===== config.mk =====
export PLATFORM = sky130hd
export DESIGN_NAME = pipe_rr_arbiter
export DESIGN_NICKNAME = d
export VERILOG_FILES = /design/src/rtl/pipe_rr_arbiter.sv
export SDC_FILE = /design/constraint.sdc
export NUM_CORES = 1
export LEC_CHECK = 0
export CORE_MARGIN = 4
export CORE_UTILIZATION = 41
export CTS_BUF_LIST = sky130_fd_sc_hd__clkbuf_8 sky130_fd_sc_hd__clkbuf_16
export DETAILED_ROUTE_END_ITERATION = 10
export PLACE_DENSITY = 0.86
export SLEW_MARGIN = 10
export SYNTH_ARGS = -nofsm -noshare
export SYNTH_HDL_FRONTEND = slang
export SYNTH_SLANG_ARGS = --single-unit

===== constraint.sdc =====
create_clock -name clk -period 2.6 [get_ports clk]
set_clock_uncertainty 0.05 [all_clocks]
set_input_delay 0.52 -clock clk [delete_from_list [all_inputs] [get_ports clk]]
set_output_delay 0.52 -clock clk [all_outputs]
set_load 0.05 [all_outputs]

===== src/rtl/pipe_rr_arbiter.sv =====
// Round-robin arbiter feeding a two-stage registered pipeline (S1 -> S2).
// Grants are suppressed whenever S1 cannot advance; each stage carries payload and source tag.
module pipe_rr_arbiter #(
    parameter int N_REQ  = 4,
    parameter int DATA_W = 8,
    localparam int ID_W  = $clog2(N_REQ)
) (
    input  logic                      clk,
    input  logic                      rst_n,
    input  logic [N_REQ-1:0]          req,
    input  logic [N_REQ*DATA_W-1:0]   req_data,
    output logic [N_REQ-1:0]          gnt,
    output logic                      out_valid,
    output logic [DATA_W-1:0]         out_data,
    output logic [ID_W-1:0]           out_id,
    input  logic                      out_ready,
    output logic                      busy
);

    // (base + off) mod N_REQ, so the scan wraps correctly even for non power-of-two N_REQ
    function automatic logic [ID_W-1:0] wrap_idx(input logic [ID_W-1:0] base,
                                                 input int unsigned     off);
        int unsigned sum;
        sum = 32'(base) + off;
        return ID_W'(sum % 32'(N_REQ));
    endfunction

    logic [ID_W-1:0]   ptr_q, ptr_d;
    logic              s1_valid_q, s1_valid_d;
    logic [DATA_W-1:0] s1_data_q, s1_data_d;
    logic [ID_W-1:0]   s1_id_q, s1_id_d;
    logic              s2_valid_q, s2_valid_d;
    logic [DATA_W-1:0] s2_data_q, s2_data_d;
    logic [ID_W-1:0]   s2_id_q, s2_id_d;
    logic              busy_q, busy_d;

    logic              s2_adv_s;
    logic              s1_adv_s;
    logic              grant_s;
    logic [ID_W-1:0]   gnt_idx_s;
    logic [N_REQ-1:0]  gnt_s;
    logic [ID_W-1:0]   cand_s;

    assign s2_adv_s = !s2_valid_q | out_ready;
    assign s1_adv_s = !s1_valid_q | s2_adv_s;

    // Round-robin scan starting at ptr; no grant while S1 is blocked or in reset
    always_comb begin
        grant_s   = 1'b0;
        gnt_idx_s = '0;
        gnt_s     = '0;
        cand_s    = '0;
        for (int unsigned k = 0; k < N_REQ; k++) begin
            cand_s = wrap_idx(ptr_q, k);
            if (!grant_s && req[cand_s] && s1_adv_s && rst_n) begin
                grant_s   = 1'b1;
                gnt_idx_s = cand_s;
            end else begin
                grant_s   = grant_s;
            end
        end
        if (grant_s) begin
            gnt_s[gnt_idx_s] = 1'b1;
            ptr_d            = wrap_idx(gnt_idx_s, 32'd1);
        end else begin
            gnt_s            = '0;
            ptr_d            = ptr_q;
        end
    end

    // Next-state for both pipeline stages and the busy flag
    always_comb begin
        s1_valid_d = s1_valid_q;
        s1_data_d  = s1_data_q;
        s1_id_d    = s1_id_q;
        s2_valid_d = s2_valid_q;
        s2_data_d  = s2_data_q;
        s2_id_d    = s2_id_q;
        if (s2_adv_s) begin
            s2_valid_d = s1_valid_q;
            s2_data_d  = s1_data_q;
            s2_id_d    = s1_id_q;
        end else begin
            s2_valid_d = s2_valid_q;
        end
        if (s1_adv_s) begin
            s1_valid_d = grant_s;
            if (grant_s) begin
                s1_data_d = req_data[32'(gnt_idx_s)*DATA_W +: DATA_W];
                s1_id_d   = gnt_idx_s;
            end else begin
                s1_data_d = s1_data_q;
                s1_id_d   = s1_id_q;
            end
        end else begin
            s1_valid_d = s1_valid_q;
        end
        busy_d = s1_valid_d | s2_valid_d;
    end

    // State registers; async reset discards any in-flight words
    always_ff @(posedge clk or negedge rst_n) begin
        if (!rst_n) begin
            ptr_q      <= '0;
            s1_valid_q <= 1'b0;
            s1_data_q  <= '0;
            s1_id_q    <= '0;
            s2_valid_q <= 1'b0;
            s2_data_q  <= '0;
            s2_id_q    <= '0;
            busy_q     <= 1'b0;
        end else begin
            ptr_q      <= ptr_d;
            s1_valid_q <= s1_valid_d;
            s1_data_q  <= s1_data_d;
            s1_id_q    <= s1_id_d;
            s2_valid_q <= s2_valid_d;
            s2_data_q  <= s2_data_d;
            s2_id_q    <= s2_id_d;
            busy_q     <= busy_d;
        end
    end

    assign gnt       = gnt_s;
    assign out_valid = s2_valid_q;
    assign out_data  = s2_data_q;
    assign out_id    = s2_id_q;
    assign busy      = busy_q;

endmodule


==> results.ini <==
[die]
floorplan.die.height_um = 63.4
die_x_um = 63.4
start_util = 0.442
ioPinCount = 55
die-area_um2 = 4020
std_cell_rows = 19
core_area_um2 = 2850

[power_and_ir_drop]
peakVddDrop_v = 0.000373
leakagePower_nw = 0.902
power_per_cell_area_nw_per_um2 = 799
clock_power_share = 0.146
seqPwrFrac = 0.355
p_sw_mw = 0.646
swShare = 0.391
cell_internal_pwr_mw = 1.00
comb_power_share = 0.498

[synthesis]
ys_seq_area_frac = 0.497
mappedNetlistNets = 121
synth_edf_count = 0
synth_area_um2 = 1260
synth-async-reset-ratio = 1.00
postSynthRegisterBits = 25
synth.distinct_cells = 26
ys.flop_type = dfrtp_1
synthesis.instances = 82
synthesis.area_per_instance_um2 = 15.4
ys_warn_count = 0

[cts]
htree_num_levels = 1
clk_pin_slew_ps = 100
ctsLongestPathBuffers = 2
cts-buffers-inserted = 3
tritoncts = built
ctsRootBufferMaster = clkbuf_8
cts_num_sinks = 25
clk-insertion-delay-late_ps = 280

[hold_path]
worst_hold_path_class = input pin to async pin

[finish]
synthToLayoutAreaGrowth_pct = 64.0
n_fill_cell = 179
sequential_cell_area_um2 = 626
final_stage_net_count = 195
antennaDiodeCount = 0
final_layout_size_suffix_gt1_frac = 0.387
multi_input_comb_area_um2 = 641
layout.cell_area.non_filler_um2 = 2070

[drt]
detail_route.first_pass.iterations = 4
detailroute.via_count = 997
drt-initial-drc-count = 58
final_antenna_net_count = 0
drt-vias-per-instance = 5.36
drt-total-wl_um = 3460
routedWlPerCell_um = 18.6
drc = 0

[sta]
max_slew.worst_pin.slew_ps = 522
report.final.hold_viol_count = 0
setup-tns-final_ps = 0
timing.max_slew.rel_slack = 0.651
fin_crit_period_ps = 2540
unrepaired_setup_endpoints_after_global_routing = yes
finalSetupViolations = 0
final_min_period_over_clock_period = 0.977
fmax_mhz = 394
timing_max_transition_violations_final = 0

[critical_path]
reg2regPathDepth = 7
crit_fanout = 6
crit_arrival_ps = 1970
r2r_start = ptr_q[1]
class_of_the_most_critical_setup_path = input pin to primary output
reg2reg_to = s1_data_q[7]
cp_data_required_time_ps = 2030
crit_path_end_kind = primary output
setup_slack_of_the_worst_register_to_register_path_ps = 240
start_kind = input pin

[grt]
groute.usage.overall = 0.179
grt_antenna_before_repair = 0
grt_pass1_vias = 1054
grt_max_degree = 26
globalRoute.totalOverflow = 0
grt_first_pass_wirelength_um = 5460

[placed_design]
io_buffers = 54
dp_hpwl_um = 2630
gp_congestion = 0.777
postPlaceCellArea_um2 = 1970

[run_status]
status = finished, final reports clean

[job]
maxCapViolCount = 0

==> cell type report <==
type,instances,share of cell area
Timing Repair Buffer,73,0.343
Multi-Input combinational cell,52,0.310
Sequential cell,25,0.303
Clock buffer,3,0.0200
Tap cell,31,0.0188
Clock inverter,1,0.00363
Inverter,1,0.00182
==> per-layer routing <==
| layer | track usage | vias up | routed length, um |
|---|---|---|---|
| li1 | - | 457 | - |
| met1 | 0.225 | 498 | 1330 |
| met2 | 0.312 | 40 | 1870 |
| met5 | 0 | - | 0 |
| met3 | 0.0249 | 2 | 234 |
| met4 | 0.0647 | 0 | 29 |
==> critical path, cell delays in order <==
cell and delay, ps:
clkdlybuf4s50_1 420, mux2_4 280, a22oi_4 210, o211ai_4 130, buf_6 160, nor2_4 120, buf_12 140
==> logic make-up after synthesis <==
| family | count (synthesis) | synth area share |
|---|---|---|
| and+or+nand+nor | 15 | 0.0675 |
| muxes | 27 | 0.328 |
| AOI/OAI and AO/OA | 10 | 0.0874 |
| DFF | 25 | 0.497 |
| buffers and inverters | 5 | 0.0208 |
==> repair_timing <==
action,4_1_cts,5_1_grt
gates resized for setup,8,2
buffers inserted,3,1
pin swaps,5,1
setup endpoints to repair,4,4
cloned,0,0
hold buffers,0,0
==> power by group through the flow <==
stage               clock (mW)  sequential [mW]  combinational, mW
floorplan                    0            0.805              0.275
global placement             0            0.582              0.783
detailed placement           0            0.594              0.800
CTS                      0.241            0.586              0.820
global route             0.261            0.603              0.861
finish                   0.242            0.586              0.822
==> how the worst max path moves through the flow <==
stage               from           end  slack, ps  cells after the start
2_1_floorplan  out_valid        gnt[2]         70                      5
3_5_place_dp      req[0]  s1_data_q[7]       -140                      7
6_report          req[2]        gnt[3]         60                      7
4_1_cts           req[1]        gnt[3]         20                      6
3_3_place_gp      req[0]  s1_data_q[7]       -100                      7
5_1_grt           req[2]        gnt[2]        -10                      7
==> Yosys cell counts, drive strengths merged, types with 2 or more instances <==
master,instances,area [um2]
dfrtp,25,626
nor2,2,7.51
nand2,5,18.8
mux4,8,195
a21boi,2,15.0
mux2,19,218
a21oi,2,10.0
clkbuf,3,11.3
==> per-stage QoR <==
stage	setup WS (ps)	instances	hold WS [ps]	power, mW	utilization
floorplan	72.2	82	174	1.08	-
global placement	-103	178	404	1.36	0.690
detailed placement	-139	178	422	1.39	0.690
CTS	22.4	185	414	1.65	0.719
global route	-12.2	186	447	1.73	0.724
finish	59.3	186	401	1.65	0.724
==> cell usage in the layout, fill, tap and decap left out, types with 2 or more instances in the layout <==
master / Yosys / layout
a21boi_0: 2 / 2
a21oi_1: 2 / 2
buf_12: 0 / 2
buf_4: 0 / 18
buf_6: 1 / 3
clkbuf_8: 0 / 3
clkdlybuf4s50_1: 0 / 46
dfrtp_1: 25 / 25
dlygate4sd2_1: 0 / 3
mux2_2: 18 / 18
mux4_1: 4 / 4
mux4_2: 4 / 4
nand2_1: 5 / 5
==> state kept, by name, summed over array words and instances (netlist names) <==
signal      cells
busy            1
out_data        8
out_id          2
out_valid       1
ptr_q           2
s1_data_q       8
s1_id_q         2
s1_valid_q      1
Note: power is estimated with default switching activity, not from simulation.
